==> src/rtl/ldm_stm_sequencer.sv <==
// Block-transfer sequencer for LDM/STM-style multiple register load/store.
// Walks the captured register list lowest index first, issuing one memory beat
// per selected register at ascending word addresses, then reports the base
// writeback value for one cycle in DONE.
module ldm_stm_sequencer #(
    parameter int ADDR_W = 32
) (
    input  logic              clk_in,
    input  logic              reset_in,
    input  logic              start_in,
    input  logic [15:0]       reg_list_in,
    input  logic [ADDR_W-1:0] base_addr_in,
    input  logic              p_bit_in,
    input  logic              u_bit_in,
    input  logic              l_bit_in,
    input  logic              w_bit_in,
    input  logic              mem_ready_in,
    output logic              mem_req_out,
    output logic              mem_we_out,
    output logic [ADDR_W-1:0] mem_addr_out,
    output logic [3:0]        reg_addr_out,
    output logic              reg_we_out,
    output logic              wb_en_out,
    output logic [ADDR_W-1:0] wb_addr_out,
    output logic              busy_out,
    output logic              done_out
);

    typedef enum logic [1:0] {StIdle, StXfer, StDone} state_e;

    state_e            state_q, state_d;
    logic [15:0]       pending_q, pending_d;
    logic [ADDR_W-1:0] addr_q, addr_d;
    logic [ADDR_W-1:0] wb_val_q, wb_val_d;
    logic              load_q, load_d;
    logic              wb_req_q, wb_req_d;

    // Registered outputs
    logic              mem_req_q, mem_req_d;
    logic              mem_we_q, mem_we_d;
    logic [ADDR_W-1:0] mem_addr_q, mem_addr_d;
    logic [3:0]        reg_addr_q, reg_addr_d;
    logic              wb_en_q, wb_en_d;
    logic [ADDR_W-1:0] wb_addr_q, wb_addr_d;
    logic              busy_q, busy_d;
    logic              done_q, done_d;

    logic [4:0]        list_cnt;
    logic [ADDR_W-1:0] list_bytes;
    logic [ADDR_W-1:0] first_addr;
    logic [3:0]        low_idx;
    logic              xfer_next;
    logic              done_next;

    // Number of registers in the incoming list
    always_comb begin
        list_cnt = '0;
        for (int i = 0; i < 16; i++) begin
            list_cnt = list_cnt + 5'(reg_list_in[i]);
        end
    end

    assign list_bytes = ADDR_W'(list_cnt) << 2;

    // Lowest transfer address for the four addressing modes; beats then ascend
    always_comb begin
        unique case ({p_bit_in, u_bit_in})
            2'b01:   first_addr = base_addr_in;
            2'b11:   first_addr = base_addr_in + ADDR_W'(4);
            2'b00:   first_addr = base_addr_in - list_bytes + ADDR_W'(4);
            default: first_addr = base_addr_in - list_bytes;
        endcase
    end

    // FSM next state, pending mask and address walk
    always_comb begin
        state_d   = state_q;
        pending_d = pending_q;
        addr_d    = addr_q;
        wb_val_d  = wb_val_q;
        load_d    = load_q;
        wb_req_d  = wb_req_q;
        unique case (state_q)
            StIdle: begin
                if (start_in) begin
                    pending_d = reg_list_in;
                    addr_d    = first_addr;
                    wb_val_d  = u_bit_in ? (base_addr_in + list_bytes)
                                         : (base_addr_in - list_bytes);
                    load_d    = l_bit_in;
                    wb_req_d  = w_bit_in;
                    state_d   = (reg_list_in == 16'd0) ? StDone : StXfer;
                end
            end
            StXfer: begin
                // mem_req is always high in XFER, so ready alone completes the beat
                if (mem_ready_in) begin
                    pending_d = pending_q & (pending_q - 16'd1);
                    addr_d    = addr_q + ADDR_W'(4);
                    if (pending_d == 16'd0) begin
                        state_d = StDone;
                    end
                end
            end
            StDone: begin
                state_d   = StIdle;
                pending_d = '0;
                addr_d    = '0;
            end
            default: begin
                state_d   = StIdle;
                pending_d = '0;
                addr_d    = '0;
            end
        endcase
    end

    // Register index of the next beat: lowest set bit of the next pending mask
    always_comb begin
        low_idx = '0;
        for (int i = 15; i >= 0; i--) begin
            if (pending_d[i]) begin
                low_idx = 4'(i);
            end
        end
    end

    // Next values of the registered outputs, decoded from the next state
    always_comb begin
        xfer_next  = (state_d == StXfer);
        done_next  = (state_d == StDone);
        mem_req_d  = xfer_next;
        mem_we_d   = xfer_next & ~load_d;
        mem_addr_d = xfer_next ? addr_d : '0;
        reg_addr_d = xfer_next ? low_idx : 4'd0;
        busy_d     = (state_d != StIdle);
        done_d     = done_next;
        // Only a list with beats reaches DONE from XFER; empty lists never write back
        wb_en_d    = done_next & wb_req_d & (state_q == StXfer);
        wb_addr_d  = done_next ? wb_val_d : '0;
    end

    // State and output registers with asynchronous active-high reset
    always_ff @(posedge clk_in or posedge reset_in) begin
        if (reset_in) begin
            state_q    <= StIdle;
            pending_q  <= '0;
            addr_q     <= '0;
            wb_val_q   <= '0;
            load_q     <= 1'b0;
            wb_req_q   <= 1'b0;
            mem_req_q  <= 1'b0;
            mem_we_q   <= 1'b0;
            mem_addr_q <= '0;
            reg_addr_q <= '0;
            wb_en_q    <= 1'b0;
            wb_addr_q  <= '0;
            busy_q     <= 1'b0;
            done_q     <= 1'b0;
        end else begin
            state_q    <= state_d;
            pending_q  <= pending_d;
            addr_q     <= addr_d;
            wb_val_q   <= wb_val_d;
            load_q     <= load_d;
            wb_req_q   <= wb_req_d;
            mem_req_q  <= mem_req_d;
            mem_we_q   <= mem_we_d;
            mem_addr_q <= mem_addr_d;
            reg_addr_q <= reg_addr_d;
            wb_en_q    <= wb_en_d;
            wb_addr_q  <= wb_addr_d;
            busy_q     <= busy_d;
            done_q     <= done_d;
        end
    end

    assign mem_req_out  = mem_req_q;
    assign mem_we_out   = mem_we_q;
    assign mem_addr_out = mem_addr_q;
    assign reg_addr_out = reg_addr_q;
    // Load data strobe follows the memory handshake in the same cycle
    assign reg_we_out   = mem_req_q & mem_ready_in & load_q;
    assign wb_en_out    = wb_en_q;
    assign wb_addr_out  = wb_addr_q;
    assign busy_out     = busy_q;
    assign done_out     = done_q;

endmodule

==> config.mk <==
export PLATFORM = sky130hd
export DESIGN_NAME = ldm_stm_sequencer
export DESIGN_NICKNAME = d
export VERILOG_FILES = /design/src/rtl/ldm_stm_sequencer.sv
export SDC_FILE = /design/constraint.sdc
export NUM_CORES = 1
export LEC_CHECK = 0
export CAP_MARGIN = 5
export CORE_UTILIZATION = 60
export DETAILED_ROUTE_END_ITERATION = 16
export MAX_ROUTING_LAYER = met4
export PLACE_DENSITY = 0.88
export SETUP_SLACK_MARGIN = 0.3
export SYNTH_ARGS = -nofsm -noshare
export SYNTH_HDL_FRONTEND = slang
export SYNTH_SLANG_ARGS = --single-unit
export TNS_END_PERCENT = 10
==> constraint.sdc <==
create_clock -name clk_in -period 7.9 [get_ports clk_in]
set_clock_uncertainty 0.15 [all_clocks]
set_input_delay 1.58 -clock clk_in [delete_from_list [all_inputs] [get_ports clk_in]]
set_output_delay 1.58 -clock clk_in [all_outputs]
set_load 0.05 [all_outputs]
==> impl_metrics.tcl <==
set metrics [dict create \
    wl_per_cell_um 20.84 \
    post-dp-hpwl_um 26700 \
    drv_cap 0 \
    path_clk_slew_ns 0.07 \
    synth.net_count 1419 \
    areaGrowthSynthToFinish_pct 26.80 \
    layout-drive-gt1-share_pct 16.57 \
    ys_types 96 \
    r2r-start "pending_q[4]" \
    total_power_mw 5.013 \
    synth-async-reset-ratio_pct 100.0 \
    core_mm2 0.01802 \
    worst_slew_pin_slew_ns 1.239 \
    max-slew-margin-rel_pct 16.66 \
    fin_crit_sh_pct 93.78 \
    maxSlewViolCount 0 \
    fin_util_pct 77.68 \
    final_nets 1617 \
    crit_start "reg_list_in[0]" \
    ys_warn_count 0 \
    dieArea_mm2 0.01895 \
    reg2reg_slack_ns 4.22 \
    end_kind "flip-flop" \
    postCtsHoldBufs 0 \
    clk_latency_ns 0.43 \
    cp_common_cell "fa_1" \
    syn_inst 1329 \
    critPathMaxStageDelay_ns 0.57 \
    crit_end "addr_q[27]" \
    hold_viol 0 \
    grt_use_total_pct 40.93 \
    place_inst 1722 \
    mostFrequentLayoutCells "nand2_1, dfrtp_1, buf_4" \
    layout.cells.non_filler 1769 \
    min-delay-path-class "reg -> reg" \
    r2r_end "wb_en_out" \
    hold_path_depth 2 \
    fin_crit_ns 7.409 \
    start_kind "primary input" \
    synth-edff-count 0 \
    antenna_found_initial 0 \
    crit_slowest_cell "fa_1" \
    grt.overflow.total 0 \
    leakage_nw 5.976 \
    yosysSeqAreaShare_pct 35.58 \
    std_cell_rows 49 \
    initial_utilization_pct 61.27 \
    vdd_drop_max_uv 328.1 \
    path_class "in -> reg" \
    fp.dieW_um 137.7 \
    drt-vias-per-instance 6.477 \
    ff2ff_path_depth 9 \
    grt_max_degree 85 \
    grt_pass1_wl_um 56920 \
    critPathMaxFanout 7 \
    outcome "completed" \
    rsz0062_at_grt "yes" \
    cp.arrival_ns 7.58 \
    htree_levels 4 \
    drt_iter0_markers 1008 \
    cts_buffer_depth 2 \
    final_common_cell "nand2_1" \
    cp_num_buf_inv 5 \
    cts_tree "yes" \
    synth-main-ff-cell "dfrtp_1" \
    first_pass_iters 7 \
    ys_seq_elements 157 \
    die_y_um 137.7 \
    io-pin-count 130 \
    vias 11460 \
    setup_viol 0 \
    numCtsBuffers 17 \
    synth_area_per_cell_um2 8.309 \
    holdWs_ns 0.3216 \
    portBuffers 129 \
    synthesis.area_mm2 0.01104 \
    ant_nets 0 \
    grt_pass1_vias 11110 \
    crit_family "adder cells" \
    cts_root_buf "clkbuf_16" \
    drcViolationCount 0 \
    power.density_mw_per_mm2 358.0 \
    tns_ns 0 \
    place.gp.congestion 1.015 \
    timing.fmax_ghz 0.1350 \
    crit_cells 22 \
    crit_chain "clkbuf_2, inv_2, fa_1, fa_1, fa_2, fa_1, inv_1, ha_2, fa_2, a21o_1, and2_4, ha_4, buf_12, a2111oi_4, buf_4, nor4_2, xnor2_1, a2111oi_4, nand4b_4, o41a_1, o221a_2, or2_1" \
    wl_um 36860 \
    critPathRequiredTime_ns 8.07 \
    cts_sinks 157 \
]
==> cell usage after synthesis, types with 9 or more instances <==
| master | count | area [µm²] |
|---|---|---|
| a21o_1 | 11 | 82.58 |
| clkbuf_1 | 61 | 229.0 |
| nor3_1 | 37 | 185.2 |
| nand4_1 | 18 | 112.6 |
| xor2_1 | 37 | 324.1 |
| nor2_1 | 89 | 334.1 |
| dfrtp_1 | 157 | 3929 |
| o21ai_0 | 79 | 395.4 |
| nand3_1 | 38 | 190.2 |
| o311ai_0 | 9 | 78.83 |
| or2_2 | 9 | 56.30 |
| and2_1 | 49 | 306.5 |
| a21oi_1 | 119 | 595.6 |
| nand2_1 | 169 | 634.4 |
| or4_1 | 10 | 75.07 |
| inv_1 | 55 | 206.5 |
| mux2i_1 | 9 | 90.09 |
| and3_1 | 19 | 118.9 |
| xnor2_1 | 50 | 437.9 |
| a31oi_1 | 23 | 143.9 |
| ha_1 | 22 | 275.3 |
| o31ai_1 | 10 | 75.07 |
| nor4_1 | 26 | 162.7 |
| fa_1 | 12 | 240.2 |
| a211oi_1 | 10 | 75.07 |
| or3_1 | 11 | 68.82 |
==> layer usage <==
| layer | up-vias | GRT usage (%) | part of all wire [%] |
|---|---|---|---|
| met2 | 653 | 67.20 | 49 |
| met3 | 172 | 6.218 | 7.3 |
| met1 | 5492 | 46.99 | 38 |
| met4 | 0 | 25.40 | 6.1 |
| li1 | 5141 | - | - |
| met5 | - | - | 0 |
==> worst register-to-register path: stages (launching register included) <==
cell	delay, ns
dfrtp_1	0.42
nor4_1	0.71
nand4b_1	0.43
a211oi_1	0.33
nor3_1	0.08
a211oi_1	0.41
a21oi_1	0.13
buf_4	0.20
inv_1	0.50
and3_1	0.26
==> cell type report <==
type	instances	area, µm²
antenna	1	2.502
clock buffer	18	429.2
timing repair buffer	266	2291
clock inverter	13	155.1
tap	229	286.5
multi-input combinational	1027	6686
fill	1299	4023
inverter	58	222.7
sequential	157	3929
==> registers in the layout (all words and copies together) (netlist names) <==
| register | cells |
|---|---|
| mem_addr_out | 32 |
| busy_out | 1 |
| state_q | 2 |
| load_q | 1 |
| pending_q | 16 |
| addr_q | 32 |
| wb_req_q | 1 |
| wb_val_q | 32 |
| mem_req_out | 1 |
| wb_en_out | 1 |
| mem_we_out | 1 |
| reg_addr_out | 4 |
| done_out | 1 |
| wb_addr_out | 32 |
==> cell families (layout without fill, tap and decap cells) <==
logic type | after synthesis | in the layout | share of synthesized area, %
XOR/XNOR | 87 | 87 | 6.900
other | 0 | 1 | 0
flip-flops | 157 | 157 | 35.58
buffers and inverters | 145 | 355 | 5.586
AO/OA/AOI/OAI | 357 | 357 | 20.83
AND/OR/NAND/NOR | 532 | 532 | 24.84
multiplexers | 15 | 15 | 1.428
adder cells (fa/ha/maj) | 36 | 36 | 4.849
==> worst min path at each step <==
stage                       from      endpoint
global placement    wb_val_q[14]  wb_val_q[14]
floorplan           wb_val_q[10]  wb_val_q[10]
finish              wb_val_q[10]  wb_val_q[10]
global route        wb_val_q[10]  wb_val_q[10]
detailed placement  wb_val_q[12]  wb_val_q[12]
CTS                 wb_val_q[12]  wb_val_q[12]
==> power breakdown <==
part	total, mW	switching, mW	internal, mW	leakage [nW]
sequential	1.27	0.179	1.09	2.04
clock	0.836	0.364	0.472	0.282
combinational	2.90	1.76	1.14	3.65
==> metrics by stage <==
stage | worst slack (ns) | cell area, µm²
floorplan | 0.3203 | 11080
global placement | -0.3343 | 13210
detailed placement | -0.3689 | 13210
CTS | 0.3540 | 13960
global route | 0.2565 | 14000
finish | 0.4910 | 14000
==> repair_timing <==
item / in CTS / in global routing
gates cloned: 0 / 0
buffers inserted: 14 / 1
pin swaps: 26 / 17
setup endpoints to repair: 34 / 45
resized for setup: 28 / 37
No activity file was read; power rests on OpenSTA's default activity.
